[src/rtl/pattern_match_logger.sv]
// Timestamps each 'found' pulse from the pattern detector and queues the stamps in a FIFO for a valid/ready reader.
// Optional PATTERN_LOG_DROP_CNT_EN adds a saturating drop_count output, and overflow is then derived from it.
module pattern_match_logger #(
    parameter int unsigned DEPTH = 8,
    parameter int unsigned TS_W  = 16,
    parameter int unsigned CNT_W = 8
) (
    input  logic                       clk,
    input  logic                       rst_n,
    input  logic                       clr,
    input  logic                       found,
    output logic                       out_valid,
    input  logic                       out_ready,
    output logic [TS_W-1:0]            out_ts,
    output logic [$clog2(DEPTH):0]     out_level,
    output logic [CNT_W-1:0]           match_count,
    output logic                       overflow
`ifdef PATTERN_LOG_DROP_CNT_EN
    ,
    output logic [CNT_W-1:0]           drop_count
`endif
);

    localparam int unsigned AW = $clog2(DEPTH);
    localparam int unsigned PW = AW + 1;
    localparam logic [CNT_W-1:0] CNT_MAX = {CNT_W{1'b1}};

    typedef enum logic [1:0] {OCC_EMPTY, OCC_PARTIAL, OCC_FULL} occ_e;

    logic [TS_W-1:0]  mem [DEPTH];
    logic [TS_W-1:0]  ts;
    logic [PW-1:0]    wr_ptr, rd_ptr, wr_ptr_d, rd_ptr_d;
    logic [PW-1:0]    level_d;
    logic [TS_W-1:0]  head_d;
    logic [AW-1:0]    head_idx;
    logic [CNT_W-1:0] match_count_d;
    logic             overflow_d;
    logic             push, pop, reject;
    occ_e             occ;
`ifdef PATTERN_LOG_DROP_CNT_EN
    logic [CNT_W-1:0] drop_count_d;
`endif

    // Next-state decode: occupancy, push/pop arbitration, counters
    always_comb begin
        occ           = OCC_PARTIAL;
        wr_ptr_d      = wr_ptr;
        rd_ptr_d      = rd_ptr;
        level_d       = out_level;
        match_count_d = match_count;
        overflow_d    = overflow;
        head_idx      = rd_ptr[AW-1:0];
        head_d        = out_ts;

        if (wr_ptr == rd_ptr) begin
            occ = OCC_EMPTY;
        end else if (wr_ptr[AW-1:0] == rd_ptr[AW-1:0]) begin
            occ = OCC_FULL;
        end

        // clr dominates both a pending push and a pending pop
        pop    = !clr && (occ != OCC_EMPTY) && out_ready;
        push   = !clr && found && ((occ != OCC_FULL) || pop);
        reject = !clr && found && !push;

        if (clr) begin
            wr_ptr_d      = '0;
            rd_ptr_d      = '0;
            level_d       = '0;
            match_count_d = '0;
            overflow_d    = 1'b0;
        end else begin
            if (push) wr_ptr_d = wr_ptr + PW'(1);
            if (pop)  rd_ptr_d = rd_ptr + PW'(1);
            if (push && !pop) level_d = out_level + PW'(1);
            if (pop && !push) level_d = out_level - PW'(1);
            if (found && (match_count != CNT_MAX)) match_count_d = match_count + CNT_W'(1);
            overflow_d = overflow | reject;
        end

        // Registered head: take the stamp being written if it lands in the new head slot
        head_idx = rd_ptr_d[AW-1:0];
        if (push && (wr_ptr[AW-1:0] == head_idx)) begin
            head_d = ts;
        end else begin
            head_d = mem[head_idx];
        end
    end

`ifdef PATTERN_LOG_DROP_CNT_EN
    always_comb begin
        drop_count_d = drop_count;
        if (clr) begin
            drop_count_d = '0;
        end else if (reject && (drop_count != CNT_MAX)) begin
            drop_count_d = drop_count + CNT_W'(1);
        end
    end
`endif

    always_ff @(posedge clk or negedge rst_n) begin
        if (!rst_n) begin
            ts          <= '0;
            wr_ptr      <= '0;
            rd_ptr      <= '0;
            out_level   <= '0;
            out_valid   <= 1'b0;
            out_ts      <= '0;
            match_count <= '0;
            overflow    <= 1'b0;
`ifdef PATTERN_LOG_DROP_CNT_EN
            drop_count  <= '0;
`endif
        end else begin
            ts          <= ts + TS_W'(1);
            wr_ptr      <= wr_ptr_d;
            rd_ptr      <= rd_ptr_d;
            out_level   <= level_d;
            out_valid   <= (level_d != '0);
            out_ts      <= head_d;
            match_count <= match_count_d;
`ifdef PATTERN_LOG_DROP_CNT_EN
            drop_count  <= drop_count_d;
            overflow    <= (drop_count_d != '0);
`else
            overflow    <= overflow_d;
`endif
        end
    end

    // Storage needs no reset; occupancy is tracked by the pointers
    always_ff @(posedge clk) begin
        if (push) mem[wr_ptr[AW-1:0]] <= ts;
    end

endmodule

[config.mk]
export PLATFORM = sky130hd
export DESIGN_NAME = pattern_match_logger
export DESIGN_NICKNAME = d
export VERILOG_FILES = /design/src/rtl/pattern_match_logger.sv
export SDC_FILE = /design/constraint.sdc
export NUM_CORES = 1
export LEC_CHECK = 0
export CAP_MARGIN = 20
export CELL_PAD_IN_SITES_DETAIL_PLACEMENT = 1
export CELL_PAD_IN_SITES_GLOBAL_PLACEMENT = 1
export CORE_UTILIZATION = 51
export DETAILED_ROUTE_END_ITERATION = 8
export PLACE_DENSITY = 0.8
export SYNTH_ARGS = -nofsm -noshare
export SYNTH_HDL_FRONTEND = slang
export SYNTH_SLANG_ARGS = --single-unit
export TNS_END_PERCENT = 100
[constraint.sdc]
create_clock -name clk -period 4.3 [get_ports clk]
set_input_delay 0.86 -clock clk [delete_from_list [all_inputs] [get_ports clk]]
set_output_delay 0.86 -clock clk [all_outputs]
set_load 0.005 [all_outputs]
**After elaboration in Yosys (flattened, before gate mapping)**

Memories as Yosys holds them, arrays and structs flattened. A register that Yosys moved wholly into a read port is not among the register bits.
Cells that the tools add are included.

- Bitwise gates (word level): 1
- Reductions and logical operators: 18
- Equality and inequality tests: 4
- Muxes and demuxes: 14
- Add/sub/neg operators: 6

Operator list:

| operator | count |
|---|---|
| 4-bit 2-to-1 mux | 7 |
| 16-bit by 1-bit adder with 16-bit output, second input constant | 1 |
| 8-bit 2-to-1 mux | 2 |
| 4-bit by 1-bit adder with 4-bit output, second input constant | 3 |
| 8-bit by 1-bit adder with 8-bit output, second input constant | 1 |
| 1-bit logical AND | 8 |
| 8-bit inequality test, second input constant | 1 |
| 2-bit nonzero test | 4 |
| 4-bit == test | 1 |
| 1-bit zero test | 4 |
| 2-bit 2-to-1 mux | 2 |
| 4-bit nonzero test | 1 |
| 4-bit by 1-bit subtractor with 4-bit output, second input constant | 1 |
| 3-bit == test | 1 |
| 1-bit 2-to-1 mux | 3 |
| 2-bit inequality test, second input constant | 1 |
| 1-bit logical OR | 1 |
| 1-bit bitwise OR | 1 |

- Output and inout port bits: 30
- Memories: 1
- Flip-flop bits (word level): 38
- RAM bits: 128
- Word-level logic and storage cells: 52
- Input port bits: 5

Memories:

| name | depth | width | rd ports | clocked after memory_dff | write ports | line | RTL |
|---|---|---|---|---|---|---|---|
| mem | 8 | 16 | 1 | 1 | 1 | 30 | `logic [TS_W-1:0] mem [DEPTH];` |

**Depth between registers and ports, before layout**

Gate-level depths: netlist (run 1).

- Depth after elaboration: 13
- Gate-level depth with buffers: 11
- Depth with buffers taken out: 8

**Worst setup path before layout (run 1)**

Ideal clock, no wire load.

- Kind: input to register
- From: input clr
- To: memory mem[4][0], enable pin
- Arrival time: 3.131 ns
- Path slack: 0.733 ns
- Setup time: 0.436 ns
- Data required time: 3.864 ns
- Path buffers: 1
- Cell stages on the path: 4
- Cells stage by stage: clkbuf_1 -> nor2b_1 -> nand2_1 -> nor4b_1

- Longest elaborated chain between the ends: 7
- Elaborated cells on any way between the ends: 8
- Those cells by class: mux (2); reduce/logical (6)

RTL lines:

| element | line | RTL |
|---|---|---|
| start, declared | 10 | `input logic clr,` |
| 1-bit zero test (*) | 62, 63 |  |
| 1-bit logical AND (2 in series) | 62 | `pop = !clr && (occ != OCC_EMPTY) && out_ready;` |
| 1-bit logical OR | 63 | `push = !clr && found && ((occ != OCC_FULL) \|\| pop);` |
| 1-bit logical AND (*) | 63 |  |
| 1-bit 2-to-1 mux (*) | 133 | `if (push) mem[wr_ptr[AW-1:0]] <= ts;` |
| 1-bit 2-to-1 mux (implied by the code) (*) | 133 |  |
| end, declared | 30 |  |

Mark *: on every way between the ends. The rest lies on a longest branch, timed or not.

**Final worst setup path (run 1)**

- From: register wr_ptr[0]
- To: register out_ts[13] (read register of mem)

- Longest elaborated chain between the ends: 8
- Elaborated cells on any way between the ends: 9
- Those cells by class: eq/ne (2); mux (4); reduce/logical (3)

RTL lines:

| element | line | RTL |
|---|---|---|
| start, declared | 32 | `logic [PW-1:0] wr_ptr, rd_ptr, wr_ptr_d, rd_ptr_d;` |
| start signal, assigned | 116 | `wr_ptr <= wr_ptr_d;` |
| 3-bit == test | 57 | `end else if (wr_ptr[AW-1:0] == rd_ptr[AW-1:0]) begin` |
| 2-bit 2-to-1 mux | 57 |  |
| 2-bit 2-to-1 mux (*) | 55 | `if (wr_ptr == rd_ptr) begin` |
| 2-bit nonzero test (*) | 62 |  |
| 1-bit logical AND (*) (2 in series) | 62 |  |
| 4-bit 2-to-1 mux (*) | 74 | `if (pop) rd_ptr_d = rd_ptr + PW'(1);` |
| 4-bit 2-to-1 mux (*) | 66 | `if (clr) begin` |
| end, declared | 14 | `output logic [TS_W-1:0] out_ts,` |

Mark *: on every way between the ends. The rest lies on a longest branch, timed or not. The select of a mux whose other input is x is not followed.
A chain may end at the register's enable or synchronous reset.

==> results by group, run 1 <==
Power and ir drop
  – Power Total: 4.22 mW
  – VDD IR max: 0.288 mV
  – Switching Fraction: 23.3%
  – Net switching power: 0.983 mW
  – Clock group share of total power: 40.6%
  – Sequential share of power: 47.1%
  – Logic gate share of total power: 12.2%
  – LEAKAGE: 3.33 nW
  – Internal: 3.23 mW
  – Pwr/cell area: 485 nW/um^2

Setup path
  – CP Data Arrival Time: 3.65 ns
  – Crit-path cells: xor2_1 > nor4_1 > o32ai_4 > xor2_1 > or4_1 > buf_4 > o221ai_1 > o22a_1
  – Max incr delay on CP: 0.71 ns
  – Crit path kind: register to register
  – Worst reg2reg endpoint: out_ts[13]
  – R2r worst-path depth: 8
  – Slowest cell on crit path: dfrtp_1
  – Nature of the critical path startpoint: register
  – Crit-path most repeated cell: xor2_1
  – RR Startpoint: wr_ptr[0]
  – Levels on crit path: 8
  – Kind of end point of the critical path: register
  – Worst-path fanout max: 18
  – R2r setup slk: 1.01 ns
  – Crit path buf inv count: 1
  – WP data required: 4.66 ns
  – Delay-heaviest family, CP: simple AND/OR/NAND/NOR gates

Cells and area
  – Most frequent cells in the layout: 128 x edfxtp_1, 69 x mux2i_1, 54 x dfrtp_1
  – Commonest non-fill, non-tap cell in the layout: edfxtp_1
  – Share of cells above drive strength 1: 12.3%
  – NumNets Final: 543
  – Sequential cell area: 5190 sq um
  – Synth-to-layout area growth: 18.2%
  – Antenna diodes: 0
  – Area of the multi-input gates: 2070 sq um
  – Fill count: 1305

Outcome
  – Outcome: completed

Die
  – Die area: 14900 sq um
  – Core box area: 14000 sq um
  – I/O Pins: 35
  – Die Ht: 122 um
  – Num rows: 43
  – Starting Density: 52.6%
  – Width of the die: 122 um

Timing
  – Final Cycle Share: 76.6%
  – Max_slew headroom: 46.5%
  – Worst-Margin Slew: 0.801 ns
  – Clock skew: 0.0109 ns
  – Final Hold Fails: 0
  – Final Slew Violations: 0
  – Final setup viols: 0
  – Total negative setup slack: 0 ns
  – Max Fclk: 0.304 GHz
  – RSZ-0062 raised after global routing: false
  – Tmin final: 3.29 ns

GRT
  – Initial antenna violation count: 0
  – Global-route wire length before repair: 26800 um
  – Largest net degree at the start of global routing: 29
  – Gr ovfl total: 0
  – Vias in the first global route: 4644
  – GR Util All Layers: 25.2%

Synthesis
  – Yosys reg bits: 182
  – Synth Warn #: 0
  – Number of flops mapped to enable cells by yosys: 128
  – Post-synth ARST share: 29.7%
  – Largest cells by area after synthesis: edfxtp_1 52%, dfrtp_1 18%, mux2i_1 9.4%, xnor2_1 2.6%, o221ai_1 1.9%
  – Yosys top cell by area: edfxtp_1
  – Post-synthesis net count: 487
  – Synthesized area: 7360 sq um
  – Sequential area share after synthesis: 70.6%
  – Post-synthesis cell count: 476
  – Synth Area per Inst: 15.5 sq um
  – Count of different cell masters after synthesis: 40
  – Top FF cell, synth: edfxtp_1
  – Area share of the largest cell type after synthesis: 52.2%

Route
  – DR vias/cell: 5.89
  – Met3 WL: 633 um
  – # DRC: 0
  – Highest metal used: met4
  – Average wire per standard cell: 24.2 um
  – Pre-antenna DRT Iters: 4
  – Post-route ant nets: 0
  – Met2 WL: 8950 um
  – DRT Wirelength: 17500 um
  – DRT iter0 DRCs: 329
  – Total number of vias: 4273
  – Wl on met1: 7610 um

Hold path
  – Min-Delay Path Class: input port to asynchronous set/reset pin

Clock tree
  – Post-CTS setup buffers: 0
  – Clk slew on worst S/H paths: 0.07 ns
  – Number of H-tree levels: 4
  – Hold buffer count at CTS: 0
  – CTS tree: built
  – Root buf cell: clkbuf_16
  – CTS Buffer Depth: 2
  – TritonCTS Buffers: 17
  – Post-cts resize count: 0
  – CTS Sinks: 182
  – Clock latency on the worst-skew pair: 0.43 ns

Place
  – Number of port buffers: 34
  – DPL Wire Length: 10600 um
  – GPL Wtd Cong: 0.810

Run
  – Max-Cap Viols: 0
[worst max path at each step]
stage	slack [ns]	to	from
floorplan	0.73	mem[4][0]	clr
global placement	0.81	out_ts[13]	out_ready
CTS	1.09	out_ts[14]	wr_ptr[0]
global route	0.94	out_ts[14]	wr_ptr[0]
detailed placement	0.72	out_ts[13]	out_ready
finish	1.01	out_ts[13]	wr_ptr[0]
[stage by stage]
step / utilization (%) / hold WS [ns] / setup slack (ns) / area (sq um) / instances
after floorplan: - / 0.486 / 0.733 / 7360 / 476
after global placement: 57.5 / 0.482 / 0.813 / 8050 / 693
after detailed placement: 57.5 / 0.489 / 0.722 / 8050 / 693
after CTS: 62.2 / 0.468 / 1.09 / 8700 / 725
after global routing: 62.2 / 0.501 / 0.940 / 8700 / 725
final: 62.2 / 0.466 / 1.01 / 8700 / 725
[routing by layer]
layer  global-route usage [%]  vias to the layer above
li1                         -                     1927
met1                     31.8                     2217
met2                     43.1                      100
met3                     4.82                       29
met4                     9.07                        0
met5                        0                        -
[cell type report]
type	instances	area share (%)
Inverter	12	0.518
Tap cell	180	2.59
Timing Repair Buffer	58	5.93
Clock inverter	14	2.52
Sequential cell	182	59.7
Clock buffer	18	4.94
Multi-Input combinational cell	261	23.8
[state kept, by name, summed over array words and instances (netlist names)]
| name | count |
|---|---|
| ts | 16 |
| wr_ptr | 4 |
| rd_ptr | 4 |
| out_ts | 16 |
| match_count | 8 |
| overflow | 1 |
| out_level | 4 |
| mem | 128 |
| out_valid | 1 |
[worst reg2reg max path, stage by stage (launching register included)]
cell      delay [ns]
dfrtp_1         0.71
xor2_1          0.21
nor4_1          0.71
o32ai_4         0.28
xor2_1          0.20
or4_1           0.58
buf_4           0.25
o221ai_1        0.12
o22a_1          0.17
[power by group through the flow]
stage | Combinational (mW) | Sequential (mW) | Clock, mW
finish | 0.515 | 1.99 | 1.71
CTS | 0.519 | 1.99 | 1.73
global placement | 0.483 | 2.02 | 0
detailed placement | 0.507 | 2.02 | 0
global route | 0.552 | 1.99 | 1.78
floorplan | 0.298 | 2.01 | 0
[logic make-up (layout without fill, tap and decap cells)]
kind of cell | count (synthesis) | after routing | share of synthesized area, %
AO/OA/AOI/OAI | 67 | 67 | 6.85
XOR/XNOR | 35 | 35 | 4.17
adder cells (fa/ha/maj) | 6 | 6 | 1.02
buffers and inverters | 33 | 102 | 2.09
flip-flops | 182 | 182 | 70.6
multiplexers | 70 | 70 | 9.69
AND/OR/NAND/NOR | 83 | 83 | 5.58
[synthesized netlist by cell type (2+ instances only)]
cell type	count
inv_1	10
buf_6	3
nor3_1	5
and3_1	2
nand2_1	18
nand3_1	14
o21ai_1	3
ha_1	6
buf_2	6
o21ai_0	2
nor4b_1	2
o221ai_1	16
and2_1	4
nor2_1	20
or3_1	5
nor3b_1	2
mux2i_1	69
clkbuf_1	12
xor2_1	13
nor2b_1	3
inv_2	2
or4_1	2
xnor2_1	22
o22a_1	16
dfrtp_1	54
nor4_1	2
nand4_1	3
a21oi_1	5
o22ai_1	17
edfxtp_1	128
Power figures use the tool's default switching activity.
==> run 2, diff against run 1 <==
clock period = 3.27 ns   (was 4.3 ns; I/O delays follow)
==> run 2 against run 1 <==
Wire length grew 2.1%. Die area is the same. Clock skew shrank 0.0017 ns. Total power grew 32%. Highest routed layer unchanged.
==> results by group, run 2 (synthesis results as in run 1) <==
Route
  – # DRC: 0
  – Pre-antenna DRT Iters: 4
  – Average wire per standard cell: 24.5 um
  – DR vias/cell: 5.95
  – DRT Wirelength: 17900 um
  – Post-route ant nets: 0
  – DRT iter0 DRCs: 360
  – Total number of vias: 4353

Setup path
  – Levels on crit path: 8
  – Slowest cell on crit path: nor4_1
  – WP data required: 3.63 ns
  – Crit path kind: register to register
  – Nature of the critical path startpoint: register
  – R2r setup slk: 0.32 ns
  – CP startpoint: rd_ptr[0]
  – CP endpoint: out_ts[4]
  – Crit path buf inv count: 1
  – Crit-path most repeated cell: xor2_1
  – CP Data Arrival Time: 3.31 ns
  – Kind of end point of the critical path: register
  – Worst reg2reg endpoint: out_ts[4]
  – RR Startpoint: rd_ptr[0]
  – Crit-path cells: xor2_1 > nor4_1 > o32ai_4 > xor2_1 > or4_1 > buf_12 > o221ai_1 > o22a_1
  – Delay-heaviest family, CP: simple AND/OR/NAND/NOR gates
  – Worst-path fanout max: 32
  – Max incr delay on CP: 0.65 ns
  – R2r worst-path depth: 8

Power and ir drop
  – Logic gate share of total power: 12.7%
  – Internal: 4.29 mW
  – Switching Fraction: 23.1%
  – Pwr/cell area: 633 nW/um^2
  – Clock group share of total power: 40.6%
  – LEAKAGE: 3.37 nW
  – Net switching power: 1.28 mW
  – Sequential share of power: 46.7%
  – VDD IR max: 0.448 mV

Place
  – DPL Wire Length: 11100 um
  – Cells after DPL: 699
  – Number of port buffers: 34
  – GPL Wtd Cong: 0.814

Timing
  – Final Cycle Share: 90.3%
  – Max Fclk: 0.339 GHz
  – Final setup viols: 0
  – Final Hold Fails: 0
  – Clock skew: 0.00920 ns
  – Tmin final: 2.95 ns
  – Total negative setup slack: 0 ns
  – Worst-Margin Slew: 0.979 ns
  – Max_slew headroom: 34.7%
  – Final Slew Violations: 0
  – RSZ-0062 raised after global routing: false

Cells and area
  – Sequential cell area: 5190 sq um
  – Fill count: 1285
  – Commonest non-fill, non-tap cell in the layout: edfxtp_1
  – NumNets Final: 549
  – Synth-to-layout area growth: 19.5%
  – Final cell count without fillers: 731
  – Area of the multi-input gates: 2080 sq um
  – Share of cells above drive strength 1: 13.4%
  – Max reg flops: 128
  – Antenna diodes: 0
  – Most frequent cells in the layout: 128 x edfxtp_1, 69 x mux2i_1, 54 x dfrtp_1

GRT
  – Initial antenna violation count: 0
  – Largest net degree at the start of global routing: 39
  – Global-route wire length before repair: 27800 um
  – Vias in the first global route: 4816
  – GR Util All Layers: 26.4%
  – Gr ovfl total: 0

Clock tree
  – Clk slew on worst S/H paths: 0.07 ns
  – CTS Sinks: 182
  – Root buf cell: clkbuf_16
  – Clock latency on the worst-skew pair: 0.43 ns
  – CTS tree: built
  – TritonCTS Buffers: 17
  – Number of H-tree levels: 4
  – Post-cts resize count: 0
  – CTS Buffer Depth: 2
  – Hold buffer count at CTS: 0
  – Post-CTS setup buffers: 0

Run
  – Max-Cap Viols: 0

Die
  – Width of the die: 122 um
  – Die Ht: 122 um
  – Die area: 14900 sq um
  – Starting Density: 52.6%
  – Core box area: 14000 sq um
  – I/O Pins: 35
  – Num rows: 43

Hold path
  – Min-Delay Path Class: input port to asynchronous set/reset pin

Outcome
  – Outcome: completed
==> run 2: cell type report <==
cell class | count | area share [%]
clock inverters | 14 | 2.52
multi-input cells | 261 | 23.7
clock buffers | 18 | 4.99
well taps | 180 | 2.56
inverters | 12 | 0.512
repair buffers | 64 | 6.66
flip-flops and latches | 182 | 59.1
==> run 2: worst min-delay path by stage <==
stage / startpoint / end / slack (ns) / cells after the start
3_5_place_dp: overflow / overflow / 0.51 / 2
4_1_cts: rst_n / out_level[0] / 0.40 / 1
3_3_place_gp: overflow / overflow / 0.50 / 2
5_1_grt: rst_n / match_count[3] / 0.44 / 1
6_report: rst_n / out_level[0] / 0.39 / 1
2_1_floorplan: rst_n / match_count[0] / 0.36 / 0
==> run 2: routing by layer <==
layer | global-route usage [%] | part of all wire [%]
met2 | 45.9 | 53
met1 | 32.8 | 41
met4 | 10.2 | 2.1
met3 | 4.78 | 4.0
met5 | 0 | 0
==> run 2: power groups by stage <==
stage               registers (mW)  clock network (mW)  logic [mW]
finish                        2.60                2.26       0.709
global route                  2.61                2.36       0.763
CTS                           2.60                2.28       0.714
detailed placement            2.65                   0       0.701
global placement              2.65                   0       0.663
floorplan                     2.64                   0       0.392
==> run 2: metrics by stage <==
| stage | setup WS (ns) | power [mW] | instance area [sq um] | util [%] | hold WS, ns |
|---|---|---|---|---|---|
| global route | 0.207 | 5.73 | 8800 | 62.9 | 0.443 |
| detailed placement | 0.0477 | 3.35 | 8140 | 58.2 | 0.506 |
| global placement | 0.245 | 3.31 | 8140 | 58.2 | 0.500 |
| CTS | 0.315 | 5.60 | 8800 | 62.9 | 0.398 |
| finish | 0.319 | 5.57 | 8800 | 62.9 | 0.386 |
| floorplan | 0.0370 | 3.03 | 7370 | - | 0.358 |
